$ cat config.mk
export PLATFORM = sky130hd
export DESIGN_NAME = vend_core
export DESIGN_NICKNAME = d
export VERILOG_FILES = /design/src/rtl/vend_core.sv
export SDC_FILE = /design/constraint.sdc
export NUM_CORES = 1
export LEC_CHECK = 0
export BUFFER_PORTS_ARGS = -buffer_cell sky130_fd_sc_hd__buf_2
export CAP_MARGIN = 25
export CORE_UTILIZATION = 60
export CTS_CLUSTER_SIZE = 14
export DETAILED_ROUTE_END_ITERATION = 10
export GPL_TIMING_DRIVEN = 1
export PLACE_DENSITY_LB_ADDON = 0.25
export SETUP_SLACK_MARGIN = 0.3
export SYNTH_ARGS = -nofsm -noshare
export SYNTH_HDL_FRONTEND = slang
export SYNTH_SLANG_ARGS = --single-unit
$ cat constraint.sdc
create_clock -name clk -period 11.6 [get_ports clk]
set_clock_uncertainty 0.1 [all_clocks]
set_input_delay 0 -clock clk [delete_from_list [all_inputs] [get_ports clk]]
set_output_delay 0 -clock clk [all_outputs]
set_load 0.05 [all_outputs]
$ cat src/rtl/vend_core.sv
// Vending transaction controller: channel selection, multi-quantity payment, change and admin restock.
// Optional SALES_STATS_EN adds per-channel sold counters and a revenue accumulator.
module vend_core #(
  parameter int CHANNELS   = 12,
  parameter int STOCK_W    = 6,
  parameter int PRICE_W    = 11,
  parameter int QTY_MAX    = 4,
  parameter int INIT_STOCK = 5,
  parameter int INIT_PRICE = 35,
  parameter int TIMEOUT    = 1000,
  localparam int CH_W  = $clog2(CHANNELS),
  localparam int QTY_W = $clog2(QTY_MAX + 1),
  localparam int TMR_W = $clog2(TIMEOUT + 1),
  localparam int AW    = PRICE_W + QTY_W
) (
  input  logic               clk,
  input  logic               rst,
  input  logic               tick,
  input  logic               sel_next,
  input  logic               sel_prev,
  input  logic               qty_up,
  input  logic               qty_dn,
  input  logic               confirm,
  input  logic               cancel,
  input  logic               coin5,
  input  logic               coin10,
  input  logic               coin100,
  input  logic               admin_mode,
  input  logic               restock,
  input  logic               price_we,
  input  logic [CH_W-1:0]    price_addr,
  input  logic [PRICE_W-1:0] price_data,
  output logic [2:0]         state,
  output logic [CH_W-1:0]    channel,
  output logic [STOCK_W-1:0] stock,
  output logic [QTY_W-1:0]   qty,
  output logic [AW-1:0]      due,
  output logic [AW-1:0]      paid,
  output logic [TMR_W-1:0]   timer,
  output logic [AW-1:0]      change,
  output logic               change_valid,
  output logic               vend_valid,
  output logic [CH_W-1:0]    vend_channel,
  output logic [QTY_W-1:0]   vend_qty,
  output logic               all_empty
`ifdef SALES_STATS_EN
  ,
  input  logic [CH_W-1:0]    stat_addr,
  output logic [15:0]        sold_cnt,
  output logic [23:0]        revenue
`endif
);

  localparam logic [2:0] S_IDLE    = 3'd0;
  localparam logic [2:0] S_SELECT  = 3'd1;
  localparam logic [2:0] S_PAY     = 3'd2;
  localparam logic [2:0] S_VEND    = 3'd3;
  localparam logic [2:0] S_REFUND  = 3'd4;
  localparam logic [2:0] S_RESTOCK = 3'd5;
  localparam int AW1 = AW + 1;

  logic [STOCK_W-1:0] stock_mem [CHANNELS];
  logic [PRICE_W-1:0] price_mem [CHANNELS];
  logic [CH_W-1:0]    next_stocked, prev_stocked, sel_tgt;
  logic [AW1-1:0]     coin_amt, paid_sum;
  logic [AW-1:0]      paid_new;
  logic [TMR_W-1:0]   timer_new;
  logic               coin_any, any_sel;

  function automatic logic [CH_W-1:0] wrap_ch(input logic [CH_W-1:0] c, input int off);
    int t;
    t = (int'(c) + off) % CHANNELS;
    return CH_W'(t);
  endfunction

  assign stock   = stock_mem[channel];
  assign due     = AW'(qty) * AW'(price_mem[channel]);
  assign any_sel = sel_next | sel_prev | qty_up | qty_dn | confirm;
  assign sel_tgt = sel_next ? next_stocked : prev_stocked;

  always_comb begin
    all_empty = 1'b1;
    for (int i = 0; i < CHANNELS; i++)
      if (stock_mem[i] != '0) all_empty = 1'b0;
  end

  // Descending scan so the nearest stocked neighbour is the last assignment; none found -> hold.
  always_comb begin
    next_stocked = channel;
    prev_stocked = channel;
    for (int i = CHANNELS - 1; i >= 1; i--) begin
      if (stock_mem[wrap_ch(channel, i)] != '0) next_stocked = wrap_ch(channel, i);
      if (stock_mem[wrap_ch(channel, CHANNELS - i)] != '0) prev_stocked = wrap_ch(channel, CHANNELS - i);
    end
  end

  always_comb begin
    coin_any = coin5 | coin10 | coin100;
    coin_amt = (coin5 ? AW1'(5) : '0) + (coin10 ? AW1'(10) : '0) + (coin100 ? AW1'(100) : '0);
    paid_sum = {1'b0, paid} + coin_amt;
    paid_new = paid_sum[AW] ? '1 : paid_sum[AW-1:0];
    if (coin_any) timer_new = TMR_W'(TIMEOUT);
    else if (tick && timer != '0) timer_new = timer - TMR_W'(1);
    else timer_new = timer;
  end

  always_ff @(posedge clk) begin
    if (rst) begin
      state        <= S_IDLE;
      channel      <= '0;
      qty          <= QTY_W'(1);
      paid         <= '0;
      timer        <= '0;
      change       <= '0;
      change_valid <= 1'b0;
      vend_valid   <= 1'b0;
      vend_channel <= '0;
      vend_qty     <= '0;
      for (int i = 0; i < CHANNELS; i++) begin
        stock_mem[i] <= STOCK_W'(INIT_STOCK);
        price_mem[i] <= PRICE_W'(INIT_PRICE);
      end
    end else begin
      change_valid <= 1'b0;
      vend_valid   <= 1'b0;
      case (state)
        S_IDLE, S_SELECT: begin
          if (admin_mode) state <= S_RESTOCK;
          else if (state == S_SELECT && cancel) state <= S_IDLE;
          else if (state == S_SELECT || any_sel) begin
            state <= S_SELECT;
            // An empty current channel is skipped before any pulse is honoured.
            if (stock_mem[channel] == '0) begin
              if (!all_empty) begin
                channel <= next_stocked;
                qty     <= QTY_W'(1);
              end
            end else if (sel_next ^ sel_prev) begin
              if (sel_tgt != channel) begin
                channel <= sel_tgt;
                qty     <= QTY_W'(1);
              end
            end else if (qty_up && !qty_dn) begin
              if (int'(qty) < QTY_MAX && int'(qty) < int'(stock_mem[channel]))
                qty <= qty + QTY_W'(1);
            end else if (qty_dn && !qty_up) begin
              if (qty > QTY_W'(1)) qty <= qty - QTY_W'(1);
            end else if (confirm && int'(stock_mem[channel]) >= int'(qty)) begin
              state  <= S_PAY;
              paid   <= '0;
              timer  <= TMR_W'(TIMEOUT);
              change <= '0;
            end
          end
        end
        S_PAY: begin
          paid  <= paid_new;
          timer <= timer_new;
          if (cancel) begin
            state        <= S_REFUND;
            change       <= paid_new;
            change_valid <= 1'b1;
          end else if (paid_new >= due) begin
            state        <= S_VEND;
            change       <= paid_new - due;
            change_valid <= 1'b1;
            vend_valid   <= 1'b1;
            vend_channel <= channel;
            vend_qty     <= qty;
          end else if (timer_new == '0) begin
            state        <= S_REFUND;
            change       <= paid_new;
            change_valid <= 1'b1;
          end
        end
        S_VEND: begin
          stock_mem[channel] <= stock_mem[channel] - STOCK_W'(qty);
          qty                <= QTY_W'(1);
          state              <= S_SELECT;
        end
        S_REFUND: begin
          paid  <= '0;
          state <= S_SELECT;
        end
        S_RESTOCK: begin
          if (!admin_mode || cancel) state <= S_IDLE;
          if (sel_next && !sel_prev) begin
            channel <= (channel == CH_W'(CHANNELS - 1)) ? '0 : channel + CH_W'(1);
            qty     <= QTY_W'(1);
          end else if (sel_prev && !sel_next) begin
            channel <= (channel == '0) ? CH_W'(CHANNELS - 1) : channel - CH_W'(1);
            qty     <= QTY_W'(1);
          end
          if (restock && stock_mem[channel] != '1)
            stock_mem[channel] <= stock_mem[channel] + STOCK_W'(1);
          if (price_we && int'(price_addr) < CHANNELS)
            price_mem[price_addr] <= price_data;
        end
        default: state <= S_IDLE;
      endcase
    end
  end

`ifdef SALES_STATS_EN
  logic [15:0] sold_mem [CHANNELS];
  logic [23:0] revenue_q;
  logic [16:0] sold_sum;
  logic [24:0] rev_sum;

  assign sold_sum = {1'b0, sold_mem[channel]} + 17'(vend_qty);
  assign rev_sum  = {1'b0, revenue_q} + 25'(due);
  assign sold_cnt = (int'(stat_addr) < CHANNELS) ? sold_mem[stat_addr] : '0;
  assign revenue  = revenue_q;

  always_ff @(posedge clk) begin
    if (rst) begin
      revenue_q <= '0;
      for (int i = 0; i < CHANNELS; i++) sold_mem[i] <= '0;
    end else if (state == S_VEND) begin
      sold_mem[channel] <= sold_sum[16] ? '1 : sold_sum[15:0];
      revenue_q         <= rev_sum[24] ? '1 : rev_sum[23:0];
    end
  end
`endif

endmodule

After elaboration in Yosys (flattened, before gate mapping)
Memory sizes are Yosys's and may differ from the RTL's. A register that Yosys moved wholly into a read port is not among the register bits.
Index checks and enable logic that the tools add are counted.

cells by class
  $add $sub $neg = 22
  multiply operators = 1
  divide/modulo/power cells = 11
  $lt $le $gt $ge = 6
  equality and inequality tests = 27
  muxes and demuxes = 130
  bitwise operators = 10
  reduce and logical (&&, ||, !) cells = 62

operator list
  cell                     number
  $mod A32 B5 Y32 const B  11
  $mux W14                 12
  $mux W4                  41
  $reduce_bool A6 Y1       23
  $mux W10                 10
  $mux W3                  21
  $pmux W14 S3             1
  $mux W1                  31
  $pmux W14 S2             1
  $add A4 B3 Y5 const B    4
  $add A4 B4 Y5 const B    4
  $pmux W10 S2             1
  $reduce_and A10 Y1       2
  $ne A2 B2 Y1 const B     9
  $reduce_and A9 Y1        2
  $add A14 B8 Y15          1
  $ne A5 B5 Y1 const B     3
  $ge A14 B14 Y1           1
  $mul A3 B11 Y14          1
  $sub A14 B14 Y14         1
  $mux W6                  2
  $ne A3 B3 Y1 const B     4
  $ne A4 B4 Y1 const B     3
  $pmux W3 S4              1
  other kinds (46)         79

storage, ports and cells
  register bits = 57
  RAM bits = 204
  input bits = 30
  logic and storage cells = 281
  memories = 2

memories
  name       depth  bits a word  rd ports  clocked after Yosys merged registers in  write ports  RTL line  RTL
  price_mem  12     11           1         1                                        12           63        logic [PRICE_W-1:0] price_mem [CHANNELS];
  stock_mem  12     6            24        1                                        12           62        logic [STOCK_W-1:0] stock_mem [CHANNELS];

Depth between registers and ports, before layout
An unclocked memory read counts as a cell.

  depth in word-level cells = 26
  mapped depth = 34

Least setup slack after synthesis
No wires, ideal clock.

  path type = register to register
  start point = register (tool-made name)
  end point = register vend_qty[0]
  setup time = 128 ps
  arrival = 7,216 ps
  required time = 11,372 ps
  slack = 4,156 ps
  cell stages (with the launch flop) = 34
  buffers on the path = 7
  period minus slack after synthesis = 7,444 ps
  path through = dfxtp_1 -> buf_2 -> buf_4 -> buf_4 -> buf_1 -> buf_1 -> mux4_2 -> mux4_2 -> nand2_1 -> fa_1 -> inv_1 -> ha_1 -> a21o_1 -> a21oi_1 -> o21bai_1 -> a21oi_1 -> o21bai_1 -> a21oi_1 -> o21bai_1 -> a21oi_1 -> xnor2_1 -> ha_1 -> nand4_1 -> nor3_1 -> nor2_1 -> a21boi_0 -> o21ai_0 -> nand2b_1 -> nor2b_1 -> clkbuf_1 -> and2_1 -> clkbuf_1 -> mux2i_1 -> nor2_1

RTL lines
  item                  RTL line  RTL
  to (signal assigned)  169       vend_qty <= qty;
  to (decl)             44        output logic [QTY_W-1:0] vend_qty,

==> implementation parameters <==
Parameter                              Value

Status
  Run status    finished, final reports clean

Yosys
  Top flip-flop cell by instance count after synthesis    edfxtp_1
  Number of different library cells in the post-synthesis netlist    a little over 100
  Synthesized area    roughly 21000 sq um
  Synthesis warning total    0
  Synthesized instance count    between 1500 and 2000
  Seq cells post-synth    ~330
  Sequential-to-total area share from yosys stat    45.0%
  Mean instance size in the synthesized netlist    10.9 sq um
  Share of flip-flops with an asynchronous set or reset after synthesis    0%
  EDFF count, synth    approximately 270

Power and ir drop
  Internal power of the cells    0.00254 W
  Ratio of total power to cell area    about 180 nW/um^2
  Share of total power in sequential cells    between 30% and 40%
  Clock power frac    between 20 and 30%
  Share of total power in combinational logic    between 40% and 50%
  Switching share of power    about two fifths
  Post-route total power    between 0.004 and 0.005 W
  Power dissipated by switching net loads    roughly 0.0016 W
  Worst voltage drop across the vdd grid    ~0.15 mV
  Lkg Pwr    roughly 8.6 nW

CTS
  Post-CTS Resized    0
  Clock tree from TritonCTS    done
  Clk_lat worst skew    550 ps
  Number of H-tree levels    2
  CTS clock-pin slew for the worst setup and hold paths    roughly 60 ps
  Total CTS buffers    36
  Root cell of the clock tree    clkbuf_16
  Total clock sinks    333
  Max clock buf depth    3

Timing
  Sum Neg Setup Slack    0 ps
  Pin slew with the least headroom to its limit    1070 ps
  Worst slew margin relative to its limit    between 20% and 30%
  Fmax    130 MHz
  Final Hold Violating Endpoints    0
  Share of the cycle needed by the critical path after routing    between 60% and 70%
  Unrepaired setup endpoints after global routing    false
  Final count of pins violating max slew    0
  Worst hold-check slack    roughly 43 ps
  Setup violation total in the final timing report    0
  Minimum period implied by the final worst setup slack    approximately 7700 ps

Floorplanning
  Number of rows in the core area    67
  Placeable core region    about 34000 sq um
  Ports placed on the boundary    about 110
  Height of the die    189 um
  Total die area    approximately 36000 sq um
  Effective utilization at floorplan    between 60 and 70%
  Overall die width    ~190 um

Critical path
  Register-to-Register Path Depth    28
  Worst setup endpoint    vend_channel[2]
  Maximum cell stage delay along the critical path    a little under 900 ps
  Setup Crit Path Kind    flip-flop to flip-flop
  Type of element launching the critical path    flip-flop
  Endpoint type of the worst setup path    flip-flop
  Crit path max-delay cell type    dfxtp_4
  Worst r2r dst    vend_channel[2]
  Max FO, Critical Path    a little over 40
  R2R Setup Slk    3930 ps
  CP Data Arrival Time    between 7000 and 8000 ps
  Data required time at the worst endpoint    about 12000 ps

Placed design
  Placed cell count    approximately 2400
  Count of buffers inserted at the top-level ports    107
  Placer Congestion    0.992
  DP HPWL    between 30000 and 40000 um

Drt
  Violation count after the first detailed-routing iteration    between 1500 and 2000
  Total wire length after detailed routing    between 50000 and 60000 um
  Routed WL per cell    ~22 um
  Number of remaining DRC errors    0
  Antenna-violating nets left    0
  Number of search-and-repair iterations in the first detailed-routing pass    5
  Via density per instance    about 6.6
  Via total after detailed routing    about 17000

Worst hold path
  Class of the most critical hold timing path    primary input to flip-flop
  Startpoint of the most critical hold path    coin100

Global route
  Antenna violations before repair    0
  Global-route wire length before repair    87000 um
  Maximum number of pins on one net before global-route repair    roughly 70
  Aggregate global-route resource usage    between 30% and 40%
  Overflow left after global routing    0
  Number of global-route vias before repair    between 15000 and 20000

Finish
  Net count reported at finish    around 2200
  Share of post-route cells with drive strength above 1    roughly 17%
  Filler cell count in the final layout    approximately 2500
  Most common cell after layout, fill and taps aside    edfxtp_1
  Post-route insts no fill    around 2500
  Area Growth Syn to Fin    11.5%
  Highest-count cells in the layout ignoring fill and taps    272 x edfxtp_1, 164 x nor2_1, 156 x nand2_1

Job
  Maximum capacitance violations    0
[registers in the layout, summed over array words and instances (netlist names), named ones only]
signal	count
stock_mem	96
vend_valid	1
price_mem	176
change_valid	1
timer	10
paid	14
change	14
qty	3
channel	4
vend_channel	4
state	3
vend_qty	3
[cells in the mapped netlist, types with 9 or more instances]
cell,count,area share [%]
a211oi_1,9,0.32
ha_1,83,5.0
a21oi_1,89,2.1
nand3b_1,15,0.54
inv_1,86,1.5
a21o_1,15,0.54
nor4_1,16,0.48
xor2_1,12,0.50
a31oi_1,19,0.57
clkbuf_1,81,1.5
nor3b_1,10,0.36
or3_1,41,1.2
fa_1,14,1.3
nor2_1,165,3.0
nand3_1,43,1.0
o211ai_1,17,0.61
and3_1,14,0.42
buf_1,16,0.29
edfxtp_1,272,39
buf_2,16,0.38
dfxtp_1,61,5.8
a22oi_1,14,0.50
mux4_2,102,11
nand2_1,156,2.8
o21bai_1,17,0.61
mux2i_1,28,1.3
nand2b_1,41,1.2
o21ai_0,63,1.5
nand4_1,23,0.69
nor2b_1,17,0.51
nor3_1,32,0.77
and2_1,123,3.7
or2_2,13,0.39
xnor2_1,29,1.2
[logic make-up after synthesis]
family          synth area share (%)
xor+xnor                        1.72
fa+ha+maj                       6.31
simple gates                    18.6
buf+inv                         3.80
other cells                   0.0180
compound gates                  12.0
mux                             12.6
flops                           45.0
[how the worst min path moves through the flow]
stage                             endpoint  slack, ps  cells past startpoint
after CTS                          paid[6]         20                      3
after floorplan           price_mem[12][0]         -1                      0
after global routing           vend_qty[2]         60                      3
after global placement            state[2]        220                      3
final                             timer[0]         40                      5
after detailed placement          state[2]        230                      3
[per-stage QoR]
stage	setup slack [ps]	cell area, sq um	util (%)
after global placement	4190	21900	64.8
final	3930	23300	68.7
after CTS	3900	23200	68.6
after floorplan	4160	21000	-
after global routing	3240	23300	68.7
after detailed placement	3950	22000	64.8
[routing by layer]
| metal | part of all wire, % | track usage [%] | up-vias | wire length (um) |
|---|---|---|---|---|
| met5 | 0 | 0 | - | 0 |
| met4 | 3.7 | 13.3 | 0 | 2060 |
| met3 | 10 | 6.35 | 157 | 5680 |
| met2 | 46 | 49.4 | 923 | 26000 |
| met1 | 40 | 43.2 | 8043 | 22600 |
| li1 | - | - | 7391 | - |
[critical path, delay by kind of cell, from the launching register on]
family | cells | cell delay (ps)
buf+inv | 5 | 1100
xor+xnor | 1 | 130
fa+ha+maj | 4 | 1330
flops | 1 | 890
simple gates | 6 | 1180
compound gates | 9 | 1370
mux | 3 | 1370
[what timing repair did]
action / 4_1_cts / 5_1_grt
hold endpoints to repair: 187 / 0
buffers inserted: 0 / 0
endpoints found under the setup margin: 0 / 0
hold buffers: 21 / 0
[layout make-up]
class                      count  area, sq um  share of cell area [%]
antenna                        1         2.50                  0.0107
clock buffer                  51          968                    4.16
clock inverter                15          114                   0.489
inverter                      89          334                    1.43
multi-input combinational   1422        10900                    46.8
sequential                   333         9390                    40.4
tap                          448          561                    2.41
timing repair buffer         162         1010                    4.34
[power by group through the flow]
stage / Clock [W] / Sequential, W / Combinational [W]
3_5_place_dp: 0 / 0.00142 / 0.00164
2_1_floorplan: 0 / 0.00140 / 0.00124
6_report: 0.00107 / 0.00139 / 0.00169
3_3_place_gp: 0 / 0.00142 / 0.00161
4_1_cts: 0.00108 / 0.00140 / 0.00165
5_1_grt: 0.00112 / 0.00140 / 0.00182
No activity file was read; power rests on OpenSTA's default activity.
